$ cat src/rtl/ascon_linear_layer_if.sv
`default_nettype none
// ============================================================================
// ascon_linear_layer_if : state/handshake bundle between the pL layer and its neighbours
// Revision: 1.0
// ============================================================================
interface ascon_linear_layer_if #(
  parameter int CWIDTH = 320
) ();
  logic [CWIDTH-1:0] c;
  logic              start;
  logic [CWIDTH-1:0] cout;
  logic              busy;
  logic              doneOut;

  modport master (
    output c,
    output start,
    input  cout,
    input  busy,
    input  doneOut
  );

  modport slave (
    input  c,
    input  start,
    output cout,
    output busy,
    output doneOut
  );
endinterface
`default_nettype wire

$ cat src/rtl/ascon_linear_layer.sv
`default_nettype none
// ============================================================================
// ascon_linear_layer : Ascon pL diffusion layer, one 64-bit word per cycle;
//   define ASCON_LINEAR_UNROLL_EN to diffuse all five words in a single cycle.
// Revision: 1.0
// ============================================================================
module ascon_linear_layer #(
  parameter int CWIDTH = 320
) (
  input  logic                clk,
  input  logic                reset,
  ascon_linear_layer_if.slave bus
);
  localparam int NWORDS = 5;
  localparam int WW     = 64;

  if (CWIDTH != 320) begin : g_width_check
    $fatal(1, "ascon_linear_layer: CWIDTH must be 320");
  end

  typedef enum logic [1:0] {
    IDLE = 2'd0,
    RUN  = 2'd1,
    DONE = 2'd2
  } state_t;

  state_t            state, state_nxt;
  logic [CWIDTH-1:0] in_reg, in_nxt;
  logic [CWIDTH-1:0] cout_reg, cout_nxt;
  logic [2:0]        idx, idx_nxt;
  logic              busy_reg, busy_nxt;
  logic              done_reg, done_nxt;
  logic              start_q;
  logic              start_rise;
  logic [WW-1:0]     in_word [NWORDS];

  function automatic logic [WW-1:0] rotr(input logic [WW-1:0] x, input int r);
    return (x >> r) | (x << (WW - r));
  endfunction

  function automatic logic [WW-1:0] diffuse(input logic [WW-1:0] x, input logic [2:0] i);
    logic [WW-1:0] y;
    case (i)
      3'd0:    y = x ^ rotr(x, 19) ^ rotr(x, 28);
      3'd1:    y = x ^ rotr(x, 61) ^ rotr(x, 39);
      3'd2:    y = x ^ rotr(x, 1)  ^ rotr(x, 6);
      3'd3:    y = x ^ rotr(x, 10) ^ rotr(x, 17);
      default: y = x ^ rotr(x, 7)  ^ rotr(x, 41);
    endcase
    return y;
  endfunction

  for (genvar k = 0; k < NWORDS; k++) begin : g_unpack
    assign in_word[k] = in_reg[k*WW +: WW];
  end

`ifdef ASCON_LINEAR_UNROLL_EN
  logic [WW-1:0] diff_word [NWORDS];
  for (genvar k = 0; k < NWORDS; k++) begin : g_unroll
    assign diff_word[k] = diffuse(in_word[k], 3'(k));
  end
`else
  logic [WW-1:0] shared_out;
  assign shared_out = diffuse(in_word[idx], idx);
`endif

  assign start_rise = bus.start & ~start_q;

  always_comb begin
    state_nxt = state;
    in_nxt    = in_reg;
    cout_nxt  = cout_reg;
    idx_nxt   = idx;
    busy_nxt  = busy_reg;
    done_nxt  = done_reg;
    case (state)
      IDLE, DONE: begin
        // A fresh rising edge restarts from either idle or a completed pass.
        if (start_rise) begin
          in_nxt    = bus.c;
          cout_nxt  = '0;
          idx_nxt   = 3'd0;
          busy_nxt  = 1'b1;
          done_nxt  = 1'b0;
          state_nxt = RUN;
        end
      end
      RUN: begin
`ifdef ASCON_LINEAR_UNROLL_EN
        for (int k = 0; k < NWORDS; k++) begin
          cout_nxt[k*WW +: WW] = diff_word[k];
        end
        idx_nxt   = 3'd4;
        busy_nxt  = 1'b0;
        done_nxt  = 1'b1;
        state_nxt = DONE;
`else
        for (int k = 0; k < NWORDS; k++) begin
          if (idx == 3'(k)) begin
            cout_nxt[k*WW +: WW] = shared_out;
          end
        end
        if (idx == 3'd4) begin
          busy_nxt  = 1'b0;
          done_nxt  = 1'b1;
          state_nxt = DONE;
        end else begin
          idx_nxt = idx + 3'd1;
        end
`endif
      end
      default: state_nxt = IDLE;
    endcase
  end

  always_ff @(posedge clk or posedge reset) begin
    if (reset) begin
      state    <= IDLE;
      in_reg   <= '0;
      cout_reg <= '0;
      idx      <= 3'd0;
      busy_reg <= 1'b0;
      done_reg <= 1'b0;
      start_q  <= 1'b0;
    end else begin
      state    <= state_nxt;
      in_reg   <= in_nxt;
      cout_reg <= cout_nxt;
      idx      <= idx_nxt;
      busy_reg <= busy_nxt;
      done_reg <= done_nxt;
      start_q  <= bus.start;
    end
  end

  assign bus.cout    = cout_reg;
  assign bus.busy    = busy_reg;
  assign bus.doneOut = done_reg;
endmodule
`default_nettype wire
$ cat src/flat_wrapper.sv
// flat-port wrapper written by rule: the top's interface ports become plain ports
module ascon_linear_layer_flat 
#(
  parameter int CWIDTH = 320
)
  (clk, reset, bus_c, bus_start, bus_cout, bus_busy, bus_doneOut);
  ascon_linear_layer_if #(.CWIDTH(CWIDTH)) bus_i ();
  input  logic clk;
  input  logic reset;
  input wire logic [$bits(bus_i.c)-1:0] bus_c;
  input wire logic [$bits(bus_i.start)-1:0] bus_start;
  output wire logic [$bits(bus_i.cout)-1:0] bus_cout;
  output wire logic [$bits(bus_i.busy)-1:0] bus_busy;
  output wire logic [$bits(bus_i.doneOut)-1:0] bus_doneOut;
  assign bus_i.c = bus_c;
  assign bus_i.start = bus_start;
  assign bus_cout = bus_i.cout;
  assign bus_busy = bus_i.busy;
  assign bus_doneOut = bus_i.doneOut;
  ascon_linear_layer #(.CWIDTH(CWIDTH)) u_core (.clk(clk), .reset(reset), .bus(bus_i));
endmodule
$ cat config.mk
export PLATFORM = sky130hd
export DESIGN_NAME = ascon_linear_layer_flat
export DESIGN_NICKNAME = d
export VERILOG_FILES = /design/src/rtl/ascon_linear_layer_if.sv /design/src/rtl/ascon_linear_layer.sv /design/src/flat_wrapper.sv
export SDC_FILE = /design/constraint.sdc
export NUM_CORES = 2
export LEC_CHECK = 0
export ABC_AREA = 0
export BUFFER_PORTS_ARGS = -buffer_cell sky130_fd_sc_hd__buf_4
export CORE_MARGIN = 2
export CORE_UTILIZATION = 55
export DETAILED_ROUTE_END_ITERATION = 8
export HOLD_SLACK_MARGIN = 0.12
export PLACE_DENSITY = 0.8
export SETUP_SLACK_MARGIN = 0.15
export SLEW_MARGIN = 20
export SYNTH_ARGS = -nofsm -noshare
export SYNTH_HDL_FRONTEND = slang
export SYNTH_SLANG_ARGS = --single-unit
$ cat constraint.sdc
create_clock -name clk -period 50.4 [get_ports clk]
set_input_delay 2.52 -clock clk [delete_from_list [all_inputs] [get_ports clk]]
set_output_delay 2.52 -clock clk [all_outputs]
set_load 0.1 [all_outputs]
Word level (Yosys, flattened, before mapping)
Index checks and enable logic that the tools add are counted.

storage, ports and cells
  bits in registers = 648
  input bits = 323
  output and inout port bits = 322

cells by class
  add/subtract/negate cells = 1
  $lt $le $gt $ge = 1
  equality and inequality tests = 13
  mux-type cells = 23
  bitwise operators = 23
  reduce and logical (&&, ||, !) cells = 12

operator list
  operator                                                   count
  case mux 320 bit (2 select lines)                          1
  XOR 64 bit                                                 10
  two-way mux 64 bit                                         7
  two-way mux 320 bit                                        1
  case mux 64 bit (4 select lines)                           1
  binary-select mux 64 bit (select 3 bit)                    1
  OR 23 x 64 -> 64 bit                                       1
  OR 25 x 64 -> 64 bit                                       1
  OR 3 x 64 -> 64 bit                                        1
  OR 36 x 64 -> 64 bit                                       1
  OR 45 x 64 -> 64 bit                                       1
  OR 47 x 64 -> 64 bit                                       1
  OR 54 x 64 -> 64 bit                                       1
  OR 57 x 64 -> 64 bit                                       1
  OR 58 x 64 -> 64 bit                                       1
  OR 63 x 64 -> 64 bit                                       1
  AND reduction 3 bit                                        6
  != test 2 x 1 -> 1 bit (second input constant)             6
  equality test 3 x 2 -> 1 bit (second input constant)       2
  two-way mux 3 bit                                          2
  case mux 3 bit (2 select lines)                            1
  greater-or-equal comparator 4 bit (second input constant)  1
  two-way mux 1 bit                                          4
  two-way mux 2 bit                                          2
  16 further kinds                                           18

Longest topological paths before layout
  depth after elaboration = 10
  depth in mapped cells = 13
  gate-level depth less buffers = 7

Least setup slack after synthesis
Ideal clock, no wire load.

  kind = input to register
  start point = in bus_start
  end point = reg u_core.cout_reg[256] (netlist: u_core.bus.cout[256])
  setup time = 0.088 ns
  arrival = 3.837 ns
  data required time = 50.312 ns
  path slack = 46.475 ns
  stages on the path = 8
  buffers on the path = 2
  cell sequence = nand2b_1 nor2_1 nor2_1 clkbuf_1 clkbuf_1 nand2_1 nor3b_1 a22oi_1

on the way
  word-level cells in the longest chain between the ends = 3

RTL lines
  item                                     line                       source
  start, declared                          flat_wrapper.sv:11         input wire logic [$bits(bus_i.start)-1:0] bus_start;
  AND 1 bit                                ascon_linear_layer.sv:67   assign start_rise = bus.start & ~start_q;
  != test 2 x 1 -> 1 bit (no source line)  --
  AND reduction 3 bit (no source line)     --
  end signal, assigned                     ascon_linear_layer.sv:128  cout_reg <= cout_nxt;
  end, declared                            ascon_linear_layer.sv:29   logic [CWIDTH-1:0] cout_reg, cout_nxt;

Every way passes these cells.
A chain may end at the register's enable or synchronous reset.

Worst setup path after layout
  start point = reg u_core.idx[0]
  end point = reg u_core.cout_reg[46] (netlist: u_core.bus.cout[46])

on the way
  word-level cells in the longest chain between the ends = 10
  elaborated cells on any way between the ends = 33
  classes of those cells = 4 x eq/ne; 6 x mux; 21 x bitwise; 2 x reduce/logical

RTL lines
  item                                                    line                       source
  start, declared                                         ascon_linear_layer.sv:30   logic [2:0] idx, idx_nxt;
  start signal, assigned                                  ascon_linear_layer.sv:129  idx <= idx_nxt;
  inverter 3 -> 4 bit (not written as such)               ascon_linear_layer.sv:64   assign shared_out = diffuse(in_word[idx], idx);
  binary-select mux 64 bit (select 3 bit)                 ascon_linear_layer.sv:64
  two-way mux 64 bit (not written as such) (2 in series)  ascon_linear_layer.sv:64
  OR 57 x 64 -> 64 bit, or another cell as far along      ascon_linear_layer.sv:38   return (x >> r) | (x << (WW - r));
  XOR 64 bit (on tied branches) (2 in series)             --
  case mux 64 bit (4 select lines)                        ascon_linear_layer.sv:43   case (i)
  two-way mux 64 bit                                      ascon_linear_layer.sv:99   if (idx == 3'(k)) begin
  case mux 320 bit (2 select lines)                       ascon_linear_layer.sv:76   case (state)

Parallel ways exist; a longest one is shown, timed or not. The select of a mux whose other input is x is not followed.

==> results.json <==
{
  "critPathKind": "register to register",
  "cts_resized": 0,
  "tightest_slew_ps": 1320,
  "synthSimpleGateAreaFrac_pct": 15.8,
  "h-tree-depth": 3,
  "area_delta_synth_final_pct": 20.6,
  "critPathLaunch": "u_core.idx[0]$_DFFE_PP0P_",
  "postCtsSetupRepairBufs": 0,
  "syn_inst": 3891,
  "yosysWarnings": 0,
  "antenna_found_initial": 9,
  "synth_edf_count": 0,
  "start_kind": "register",
  "grt_usage_pct": 38.6,
  "drtIter0Drc": 4666,
  "min_period_ps": 5520,
  "die_h_um": 259,
  "status": "finished, final reports clean",
  "yosysUniqueCellTypes": 51,
  "seq_area_frac_synth_pct": 45.4,
  "hpwlAfterDp_mm": 92.6,
  "drc_errors": 0,
  "fin_area_um2": 43100,
  "die_w_um": 259,
  "wl_mm": 133,
  "rr_worst_depth": 10,
  "clk_latency_ps": 610,
  "min_period_over_period_pct": 11.0,
  "path_clk_slew_ps": 70,
  "critPathCaptureType": "register",
  "postRouteAntennaNets": 0,
  "finalHoldViolCount": 0,
  "grt_overflow": 0,
  "synth_mux_area_share_pct": 8.03,
  "fin_hold_ws_ps": 471,
  "io_buffer_count": 644,
  "reg2reg_to": "u_core.bus.cout[46]$_DFFE_PP0P_",
  "synth-compound-area-share_pct": 15.9,
  "cp_max_fo": 54,
  "synth_xor_area_share_pct": 10.3,
  "holdBufCountCts": 0,
  "synthTopCellsByCount": "1126 x nand2_1, 648 x dfrtp_1, 297 x a21oi_1, 271 x mux2i_1, 260 x xnor2_1",
  "dieArea_um2": 67000,
  "vias": 32651,
  "ios": 645,
  "wire_per_inst_um": 25.1,
  "drive_gt1_share_pct": 22.2,
  "synth_fa_ha_area_share_pct": 0.175,
  "vias_per_cell": 6.18,
  "slew_viol_final": 0,
  "nFillCells": 5121,
  "ff2ff_setup_slack_ps": 44880,
  "dpl-instance-area_um2": 40900,
  "synth_area_leader_cell": "dfrtp_1",
  "placementRows": 93,
  "ys_seq_elements": 648,
  "cts-root-buf": "clkbuf_16",
  "avgSynthCellArea_um2": 9.19,
  "synth_top_family_by_area": "compound AO/OA/AOI/OAI gates",
  "relSlewSlack_pct": 12.2,
  "cts_made_buffers": 68,
  "yosysMostFrequentCell": "nand2_1",
  "grt_pass1_wl_mm": 194,
  "synth.top_cells.by_area": "dfrtp_1 45%, nand2_1 12%, mux2i_1 7.6%",
  "synth_top_area_share_pct": 45.4,
  "syn_nets": 4219,
  "final_util_pct": 67.0,
  "max_cap_viol_count": 0,
  "arrival_ps": 5950,
  "drt_pass1_iterations": 8,
  "grt_max_degree": 247,
  "clock_sinks": 648,
  "rr_startpoint": "u_core.idx[0]$_DFFE_PP0P_",
  "syn-cell-area_um2": 35700,
  "endpoint": "u_core.bus.cout[46]$_DFFE_PP0P_",
  "skew_ps": 16.8,
  "setup-violations-final": 0,
  "fin_nets": 4702,
  "start_util_pct": 55.6,
  "synthArstFlopShare_pct": 100,
  "core_um2": 64300,
  "fmax_ghz": 0.181,
  "clock_path_buffers": 3,
  "critPathRequiredTime_ps": 50830,
  "rsz0062_at_grt": "no",
  "grt_pass1_vias": 30837,
  "tns_ps": 0,
  "cts_tree": "built",
  "synth_top_flop_cell": "dfrtp_1",
  "globalplace.congestion": 1.02,
  "hold_class": "register to register"
}
[critical path: stages, from the launching register on]
cell and delay, ps:
dfrtp_4 870, buf_4 870, buf_4 750, mux2i_1 190
o22ai_1 580, a21oi_2 40, buf_4 250, xnor2_1 660
xor2_1 190, a221oi_2 720, a31oi_1 170
[metal layers]
metal,vias up,share of wire [%],GRT usage [%]
met4,10,5.6,20.4
met3,448,12,10.9
li1,14258,-,-
met5,-,0.043,0
met1,15734,39,51.3
met2,2201,44,57.6
[placed cells by master (no fill, tap or decap), types with 5 or more instances in the layout]
cell type and n:
a22oi_1 61, nor2_4 6, xor2_1 153, clkbuf_16 69
dfrtp_1 647, buf_4 722, inv_6 6, nor3b_1 47
nand2_1 1126, nor2_1 81, nand3_1 36, mux2i_1 271
clkbuf_1 20, clkinv_2 8, a221oi_2 37, clkbuf_8 8
a211oi_2 24, xnor2_1 260, o21ai_0 65, a31oi_1 247
nand2b_1 39, mux2_2 14, a21oi_1 296, a221oi_4 7
buf_12 5, a21oi_2 38, o22ai_1 53
[kinds of logic (layout without fill, tap and decap cells)]
kind of cell,after synthesis,count (layout)
other,0,4
muxes,285,285
adders and majority gates,5,5
DFF,648,648
AOI/OAI and AO/OA,845,845
and+or+nand+nor,1369,1369
xor gates and xnor gates,417,417
buffers and inverters,322,855
[stage by stage]
stage               cells  worst slack [ps]
floorplan            3891             29720
global placement     5156             44330
detailed placement   5158             44330
CTS                  5278             44920
global route         5282             44700
finish               5283             44880
[worst min path at each step]
stage | start | end | slack, ps | cells after the start
after floorplan | u_core.in_reg[111]$_DFFE_PP0P_ | u_core.in_reg[111]$_DFFE_PP0P_ | 440 | 2
final | u_core.in_reg[78]$_DFFE_PP0P_ | u_core.in_reg[78]$_DFFE_PP0P_ | 470 | 2
after global placement | u_core.in_reg[78]$_DFFE_PP0P_ | u_core.in_reg[78]$_DFFE_PP0P_ | 450 | 2
after global routing | u_core.in_reg[200]$_DFFE_PP0P_ | u_core.in_reg[200]$_DFFE_PP0P_ | 490 | 2
after CTS | u_core.in_reg[121]$_DFFE_PP0P_ | u_core.in_reg[121]$_DFFE_PP0P_ | 470 | 2
after detailed placement | u_core.in_reg[121]$_DFFE_PP0P_ | u_core.in_reg[121]$_DFFE_PP0P_ | 460 | 2
[cell type report]
| cell class | count | area [um2] | share of cell area, % |
|---|---|---|---|
| diodes | 4 | 10.0 | 0.0232 |
| clock buffers | 97 | 1910 | 4.43 |
| clock inverters | 23 | 265 | 0.615 |
| inverters | 5 | 26.3 | 0.0609 |
| multi-input cells | 2921 | 18000 | 41.8 |
| flip-flops and latches | 648 | 16200 | 37.6 |
| well taps | 855 | 1070 | 2.48 |
| repair buffers | 730 | 5570 | 12.9 |
Power is left out: the tool's default activity adds up to more than one toggle a clock period on the data nets, which glitch-free logic cannot reach.
